### src/rtl/pwm_capture_decoder.sv
// pwm_capture_decoder
//   Receive-side decoder for a complementary, deadtime-separated gate pair.
//   For every carrier period (pwm_1 rise to pwm_1 rise) it reports the high
//   time, the period, the signed duty difference and the smallest both-low gap.
//   It also flags shoot-through (sticky) and a stalled carrier (watchdog).
//
//   State | Meaning
//   ------+--------------------------------------------------------------
//   IDLE  | no period in progress; the next pwm_1 rise arms the measurement
//   HIGH  | pwm_1 high phase of the current period
//   LOW   | pwm_1 low phase; the next pwm_1 rise closes the period
//
// Ports
//   clk          system clock
//   reset        asynchronous, active-high reset
//   pwm_1_in     high-side gate, asynchronous to clk
//   pwm_2_in     low-side gate, asynchronous to clk
//   meas_valid   one-cycle strobe; the measurement outputs update on this cycle
//   high_cnt     cycles pwm_1 was high in the last complete period
//   period_cnt   cycles from one pwm_1 rise to the next
//   duty_diff    signed 2*high_cnt - period_cnt
//   dt_min       smallest both-low gap preceding any rise in the period
//   dt_short     dt_min below MIN_DT
//   shoot_thru   sticky: both gates seen high together
//   timeout      carrier stalled; cleared by the next meas_valid
module pwm_capture_decoder #(
   parameter int CNT_W       = 16,
   parameter int DT_W        = 4,
   parameter int SYNC_STAGES = 2,
   parameter int MIN_DT      = 5,
   parameter int TIMEOUT     = 65535
) (
   input  logic                    clk,
   input  logic                    reset,
   input  logic                    pwm_1_in,
   input  logic                    pwm_2_in,
   output logic                    meas_valid,
   output logic [CNT_W-1:0]        high_cnt,
   output logic [CNT_W-1:0]        period_cnt,
   output logic signed [CNT_W:0]   duty_diff,
   output logic [DT_W-1:0]         dt_min,
   output logic                    dt_short,
   output logic                    shoot_thru,
   output logic                    timeout
);

   typedef enum logic [1:0] {
      IDLE = 2'd0,
      HIGH = 2'd1,
      LOW  = 2'd2
   } state_t;

   localparam logic [CNT_W-1:0] CNT_ONE  = CNT_W'(1);
   localparam logic [CNT_W-1:0] WD_LIMIT = CNT_W'(TIMEOUT);

   state_t                 state, state_nxt;
   logic [SYNC_STAGES-1:0] sync_1, sync_2;
   logic                   s1, s2, s1_d, s2_d;
   logic                   rise_1, rise_2;
   logic [CNT_W-1:0]       hi_ctr, per_ctr, wd_ctr;
   logic [DT_W-1:0]        gap_ctr, dt_run, dt_cand;
   logic                   dt_cand_short;
   logic                   wd_hit, stall, arm, latch;

   assign s1     = sync_1[SYNC_STAGES-1];
   assign s2     = sync_2[SYNC_STAGES-1];
   assign rise_1 = s1 & ~s1_d;
   assign rise_2 = s2 & ~s2_d;

   // gap_ctr still holds the both-low run ending in the previous cycle, so a
   // rise coinciding with the other side's fall naturally contributes 0.
   assign dt_cand       = ((rise_1 | rise_2) && (gap_ctr < dt_run)) ? gap_ctr : dt_run;
   assign dt_cand_short = int'(dt_cand) < MIN_DT;

   // A pwm_1 rise on the same cycle as the watchdog limit takes priority.
   assign wd_hit = (wd_ctr == WD_LIMIT);
   assign stall  = wd_hit & ~rise_1;

   always_ff @(posedge clk or posedge reset) begin
      if (reset) begin
         state <= IDLE;
      end else begin
         state <= state_nxt;
      end
   end

   always_comb begin
      state_nxt = state;
      arm       = 1'b0;
      latch     = 1'b0;
      case (state)
         IDLE: begin
            if (rise_1) begin
               arm       = 1'b1;
               state_nxt = HIGH;
            end
         end
         HIGH: begin
            if (stall) begin
               state_nxt = IDLE;
            end else if (!s1) begin
               state_nxt = LOW;
            end
         end
         LOW: begin
            if (rise_1) begin
               latch     = 1'b1;
               state_nxt = HIGH;
            end else if (stall) begin
               state_nxt = IDLE;
            end
         end
         default: state_nxt = IDLE;
      endcase
   end

   always_ff @(posedge clk or posedge reset) begin
      if (reset) begin
         sync_1     <= '0;
         sync_2     <= '0;
         s1_d       <= 1'b0;
         s2_d       <= 1'b0;
         gap_ctr    <= '0;
         dt_run     <= '1;
         hi_ctr     <= '0;
         per_ctr    <= '0;
         wd_ctr     <= '0;
         meas_valid <= 1'b0;
         high_cnt   <= '0;
         period_cnt <= '0;
         duty_diff  <= '0;
         dt_min     <= '0;
         dt_short   <= 1'b0;
         shoot_thru <= 1'b0;
         timeout    <= 1'b0;
      end else begin
         sync_1 <= {sync_1[SYNC_STAGES-2:0], pwm_1_in};
         sync_2 <= {sync_2[SYNC_STAGES-2:0], pwm_2_in};
         s1_d   <= s1;
         s2_d   <= s2;

         if (s1 | s2) begin
            gap_ctr <= '0;
         end else if (gap_ctr != '1) begin
            gap_ctr <= gap_ctr + 1'b1;
         end

         if (arm || latch || stall) begin
            dt_run <= '1;
         end else begin
            dt_run <= dt_cand;
         end

         // wd_ctr tracks per_ctr during a period and parks at the limit otherwise.
         if (rise_1) begin
            wd_ctr <= CNT_ONE;
         end else if (!wd_hit) begin
            wd_ctr <= wd_ctr + CNT_ONE;
         end

         if (arm || latch) begin
            hi_ctr  <= CNT_ONE;
            per_ctr <= CNT_ONE;
         end else if (stall) begin
            hi_ctr  <= '0;
            per_ctr <= '0;
         end else if (state == HIGH) begin
            per_ctr <= per_ctr + CNT_ONE;
            if (s1) begin
               hi_ctr <= hi_ctr + CNT_ONE;
            end
         end else if (state == LOW) begin
            per_ctr <= per_ctr + CNT_ONE;
         end

         meas_valid <= latch;
         if (latch) begin
            high_cnt   <= hi_ctr;
            period_cnt <= per_ctr;
            duty_diff  <= {hi_ctr, 1'b0} - {1'b0, per_ctr};
            dt_min     <= dt_cand;
            dt_short   <= dt_cand_short;
            timeout    <= 1'b0;
         end else if (stall) begin
            timeout <= 1'b1;
         end

         if (s1 & s2) begin
            shoot_thru <= 1'b1;
         end
      end
   end

endmodule

### config.mk
export PLATFORM = sky130hd
export DESIGN_NAME = pwm_capture_decoder
export DESIGN_NICKNAME = d
export VERILOG_FILES = /design/src/rtl/pwm_capture_decoder.sv
export SDC_FILE = /design/constraint.sdc
export NUM_CORES = 1
export LEC_CHECK = 0
export BUFFER_PORTS_ARGS = -buffer_cell sky130_fd_sc_hd__buf_2
export CORE_MARGIN = 2
export CORE_UTILIZATION = 51
export CTS_CLUSTER_SIZE = 10
export DETAILED_ROUTE_END_ITERATION = 7
export PLACE_DENSITY = 0.71
export SYNTH_ARGS = -nofsm -noshare
export SYNTH_HDL_FRONTEND = slang
export SYNTH_SLANG_ARGS = --single-unit
### constraint.sdc
create_clock -name clk -period 4.87 [get_ports clk]
set_clock_uncertainty 0.1 [all_clocks]
set_input_delay 0.974 -clock clk [delete_from_list [all_inputs] [get_ports clk]]
set_output_delay 0.974 -clock clk [all_outputs]
set_load 0.1 [all_outputs]
==> impl_metrics.prom <==
# TYPE chip_impl_metric gauge
chip_impl_info{name="status",value="finished, final reports clean"} 1
chip_impl_info{name="cell_accounting_for_the_most_synthesized_area",value="sky130_fd_sc_hd__dfrtp_1"} 1
chip_impl_metric{name="power_leakage",unit="µW"} 0.00346
chip_impl_metric{name="diodes",unit=""} 0
chip_impl_metric{name="yosysUniqueCellTypes",unit=""} 53
chip_impl_metric{name="synth-adder-area-share",unit=""} 0.0578
chip_impl_metric{name="final_cell_count_no_fill",unit=""} 846
chip_impl_metric{name="slew_headroom",unit=""} 0.245
chip_impl_metric{name="dpl.hpwl",unit="µm"} 8730
chip_impl_metric{name="routed_length_per_instance",unit="µm"} 14.9
chip_impl_metric{name="antenna_violations_before_repair",unit=""} 0
chip_impl_info{name="timing.hold.worst.class",value="register to register"} 1
chip_impl_metric{name="clock_path_buffers",unit=""} 2
chip_impl_metric{name="grt_remaining_overflow",unit=""} 0
chip_impl_metric{name="cts.repair.resized",unit=""} 0
chip_impl_info{name="ys_dominant_reg_cell",value="sky130_fd_sc_hd__dfrtp_1"} 1
chip_impl_metric{name="num_vias",unit=""} 4609
chip_impl_metric{name="synth.area.mux_share",unit=""} 0.0101
chip_impl_metric{name="tritoncts_buffers",unit=""} 17
chip_impl_metric{name="hold_viol_final",unit=""} 0
chip_impl_metric{name="max_slew.worst_pin.slew",unit="ps"} 1130
chip_impl_metric{name="grt_max_degree",unit=""} 94
chip_impl_metric{name="worst_slack",unit="ps"} 1840
chip_impl_metric{name="peakVddDrop",unit="V"} 0.000490
chip_impl_metric{name="post_cts_hold_buffer_count",unit=""} 0
chip_impl_metric{name="drc_errors",unit=""} 0
chip_impl_metric{name="mappedNetlistNets",unit=""} 662
chip_impl_info{name="crit_chain",value="nor2b_1, buf_4, nand2_2, clkinv_1, and3_1, a221oi_1, nand3_1"} 1
chip_impl_metric{name="synth_seq_area_share",unit=""} 0.504
chip_impl_metric{name="timing.final.setup_violations",unit=""} 0
chip_impl_metric{name="area_growth_syn_to_layout",unit="%"} 17.4
chip_impl_metric{name="post_route_cells_drive_above_1_share",unit=""} 0.154
chip_impl_metric{name="dp_cells",unit=""} 814
chip_impl_metric{name="power-per-cell-area",unit="nW/µm²"} 619
chip_impl_metric{name="timing.final.crit_share",unit=""} 0.622
chip_impl_metric{name="initial_utilization",unit=""} 0.523
chip_impl_metric{name="synth.cell_area",unit="µm²"} 5970
chip_impl_metric{name="critPathMaxStageDelay",unit="ps"} 720
chip_impl_info{name="clock-root-buffer",value="sky130_fd_sc_hd__clkbuf_16"} 1
chip_impl_metric{name="critical_path.max_fanout",unit=""} 29
chip_impl_metric{name="antenna_left",unit=""} 0
chip_impl_metric{name="clk_pin_slew_worst_paths",unit="ps"} 50
chip_impl_metric{name="die_span_y",unit="µm"} 112
chip_impl_metric{name="synth_simple_gate_area_share",unit=""} 0.207
chip_impl_metric{name="synth-async-reset-ratio",unit=""} 1.00
chip_impl_metric{name="max_freq",unit="MHz"} 330
chip_impl_metric{name="postSynthRegisterBits",unit=""} 120
chip_impl_metric{name="drt-pass1-iter-count",unit=""} 4
chip_impl_metric{name="postCtsSetupBuffers",unit=""} 0
chip_impl_metric{name="sum_of_buffers_and_inverters_on_the_critical_path",unit=""} 2
chip_impl_metric{name="die-area",unit="µm²"} 12600
chip_impl_info{name="crit_path_start_kind",value="register"} 1
chip_impl_info{name="post_synth_main_area_contributors",value="sky130_fd_sc_hd__dfrtp_1 (49%), sky130_fd_sc_hd__nand2_1 (7.4%), sky130_fd_sc_hd__ha_1 (5.4%), sky130_fd_sc_hd__xnor2_1 (4.5%), sky130_fd_sc_hd__o21ai_0 (4.1%)"} 1
chip_impl_metric{name="finalNetCount",unit=""} 721
chip_impl_info{name="largest_family_of_logic_cells_by_synthesized_area",value="simple AND/OR/NAND/NOR gates"} 1
chip_impl_metric{name="worstPathRequired",unit="ps"} 5060
chip_impl_metric{name="h-tree-depth",unit=""} 4
chip_impl_metric{name="drt_iter0_markers",unit=""} 325
chip_impl_metric{name="final.min_clock_period",unit="ps"} 3030
chip_impl_metric{name="drv_cap",unit=""} 0
chip_impl_metric{name="num_rows",unit=""} 39
chip_impl_metric{name="synth_top_area_share",unit=""} 0.486
chip_impl_info{name="synth.cells.most_frequent",value="sky130_fd_sc_hd__nand2_1 (118), sky130_fd_sc_hd__dfrtp_1 (116), sky130_fd_sc_hd__nor2_1 (58), sky130_fd_sc_hd__o21ai_0 (49), sky130_fd_sc_hd__xnor2_1 (31)"} 1
chip_impl_metric{name="worst_ep_arrival_time",unit="ps"} 3220
chip_impl_metric{name="clock_latency",unit="ps"} 420
chip_impl_metric{name="io_pins",unit=""} 61
chip_impl_metric{name="gp_congestion",unit=""} 0.862
chip_impl_metric{name="floorplan_die_width",unit="µm"} 112
chip_impl_info{name="cts_tree",value="done"} 1
chip_impl_info{name="critPathCaptureType",value="register"} 1
chip_impl_info{name="critical_path.slowest_cell",value="sky130_fd_sc_hd__clkinv_1"} 1
chip_impl_metric{name="io_buffers",unit=""} 60
chip_impl_info{name="cpLargestDelayFamily",value="simple AND/OR/NAND/NOR gates"} 1
chip_impl_metric{name="synth_xor_xnor_area_share",unit=""} 0.0763
chip_impl_info{name="crit_type",value="register to register"} 1
chip_impl_metric{name="vias_per_cell",unit=""} 5.45
chip_impl_metric{name="number_of_global_route_vias_before_repair",unit=""} 4482
chip_impl_metric{name="grt.total_usage",unit=""} 0.212
chip_impl_metric{name="maxSlewViolCount",unit=""} 0
chip_impl_metric{name="clock-sinks",unit=""} 120
chip_impl_metric{name="placement.setup.worst_slack",unit="ps"} 1820
chip_impl_info{name="setup_repair_after_global_routing_missed_its_margin",value="no"} 1
chip_impl_info{name="synthMostInstantiatedCell",value="sky130_fd_sc_hd__nand2_1"} 1
chip_impl_metric{name="syn_area_per_cell",unit="µm²"} 9.46
chip_impl_metric{name="synth_compound_area_frac",unit=""} 0.108
chip_impl_metric{name="core_area",unit="µm²"} 11400
chip_impl_metric{name="setup_tns",unit="ps"} 0
chip_impl_metric{name="wl",unit="µm"} 12600
chip_impl_metric{name="first_pass_grt_wire_length",unit="µm"} 21500
chip_impl_metric{name="number_of_synthesized_flops_with_an_enable_pin",unit=""} 0
chip_impl_metric{name="yosysWarningCount",unit=""} 0
chip_impl_metric{name="syn_inst",unit=""} 631
[registers in the layout, summed over array words and instances, names as in the netlist]
signal,flops
high_cnt,16
dt_run,4
duty_diff,16
dt_min,4
dt_short,1
timeout,1
gap_ctr,4
sync_2,2
state,2
per_ctr,16
s2_d,1
meas_valid,1
period_cnt,16
sync_1,2
s1_d,1
hi_ctr,16
shoot_thru,1
wd_ctr,16
[where the power goes]
| group | switching [µW] | internal [µW] | leakage (µW) | total, µW |
|---|---|---|---|---|
| registers | 133 | 1170 | 0.00160 | 1300 |
| clock network | 463 | 872 | 0.000299 | 1330 |
| logic | 1270 | 438 | 0.00156 | 1700 |
| total | 1860 | 2480 | 0.00346 | 4340 |
[worst reg2reg max path: cells and delay by family (launching register included)]
| kind | cells | cell delay, ps |
|---|---|---|
| buf+inv | 2 | 920 |
| simple gates | 4 | 1120 |
| compound gates | 1 | 300 |
| flops | 1 | 470 |
[routing by layer]
layer / global-route usage / part of all wire
met5: 0 / 0
met2: 0.336 / 0.48
met1: 0.278 / 0.45
met4: 0.0789 / 0.023
met3: 0.0632 / 0.045
[layout by cell type, fill, tap and decap left out, types with 3 or more instances in the layout]
master | synthesis | routed
sky130_fd_sc_hd__a21boi_0 | 4 | 4
sky130_fd_sc_hd__a21o_1 | 7 | 7
sky130_fd_sc_hd__a21oi_1 | 18 | 18
sky130_fd_sc_hd__a31oi_1 | 8 | 8
sky130_fd_sc_hd__and3_1 | 10 | 10
sky130_fd_sc_hd__and4_1 | 5 | 5
sky130_fd_sc_hd__buf_2 | 6 | 60
sky130_fd_sc_hd__buf_4 | 3 | 4
sky130_fd_sc_hd__bufinv_16 | 0 | 4
sky130_fd_sc_hd__clkbuf_16 | 0 | 17
sky130_fd_sc_hd__clkinv_4 | 0 | 4
sky130_fd_sc_hd__clkinvlp_4 | 0 | 4
sky130_fd_sc_hd__dfrtp_1 | 116 | 116
sky130_fd_sc_hd__dfstp_2 | 4 | 4
sky130_fd_sc_hd__ha_1 | 26 | 26
sky130_fd_sc_hd__inv_1 | 27 | 26
sky130_fd_sc_hd__mux2i_1 | 6 | 6
sky130_fd_sc_hd__nand2_1 | 118 | 117
sky130_fd_sc_hd__nand2b_1 | 6 | 6
sky130_fd_sc_hd__nand3_1 | 26 | 26
sky130_fd_sc_hd__nand4_1 | 12 | 12
sky130_fd_sc_hd__nor2_1 | 58 | 58
sky130_fd_sc_hd__nor3_1 | 13 | 13
sky130_fd_sc_hd__nor3b_1 | 5 | 5
sky130_fd_sc_hd__o211ai_1 | 3 | 3
sky130_fd_sc_hd__o21ai_0 | 49 | 48
sky130_fd_sc_hd__xnor2_1 | 31 | 31
sky130_fd_sc_hd__xor2_1 | 21 | 21
[stage by stage]
step	cell area, µm²	total power, µW	util	hold slack (ps)
finish	7010	4340	0.614	248
floorplan	5970	2700	-	231
CTS	7010	4370	0.614	251
global placement	6370	2970	0.558	234
detailed placement	6370	3010	0.558	238
global route	7010	4550	0.614	257
[area by class of cell]
| cell class | count | area (µm²) |
|---|---|---|
| Tap cell | 143 | 179 |
| Inverter | 28 | 108 |
| Sequential cell | 120 | 3010 |
| Fill cell | 1000 | 4410 |
| Clock buffer | 18 | 439 |
| Multi-Input combinational cell | 459 | 2750 |
| Clock inverter | 14 | 199 |
| Timing Repair Buffer | 64 | 330 |
[logic make-up (layout without fill, tap and decap cells)]
logic type / count (synthesis) / in the layout
simple gates: 266 / 266
flops: 120 / 120
compound gates: 108 / 108
xor+xnor: 52 / 52
buf+inv: 52 / 124
fa+ha+maj: 27 / 27
mux: 6 / 6
[worst paths after layout]
path,depth (start not counted),endpoint,slack [ps],from
setup / recovery,7,duty_diff[13]$_DFFE_PP0P_,1840,sync_1[1]$_DFF_PP0_
hold / removal,0,sync_1[1]$_DFF_PP0_,250,sync_1[0]$_DFF_PP0_
setup reg to reg,7,duty_diff[13]$_DFFE_PP0P_,1840,sync_1[1]$_DFF_PP0_
hold reg to reg,0,sync_1[1]$_DFF_PP0_,250,sync_1[0]$_DFF_PP0_
max in group asynchronous,3,period_cnt[13]$_DFFE_PP0P_,2910,reset
min in group asynchronous,2,wd_ctr[2]$_DFFE_PP0N_,740,reset
(Power assumes the default switching activity.)
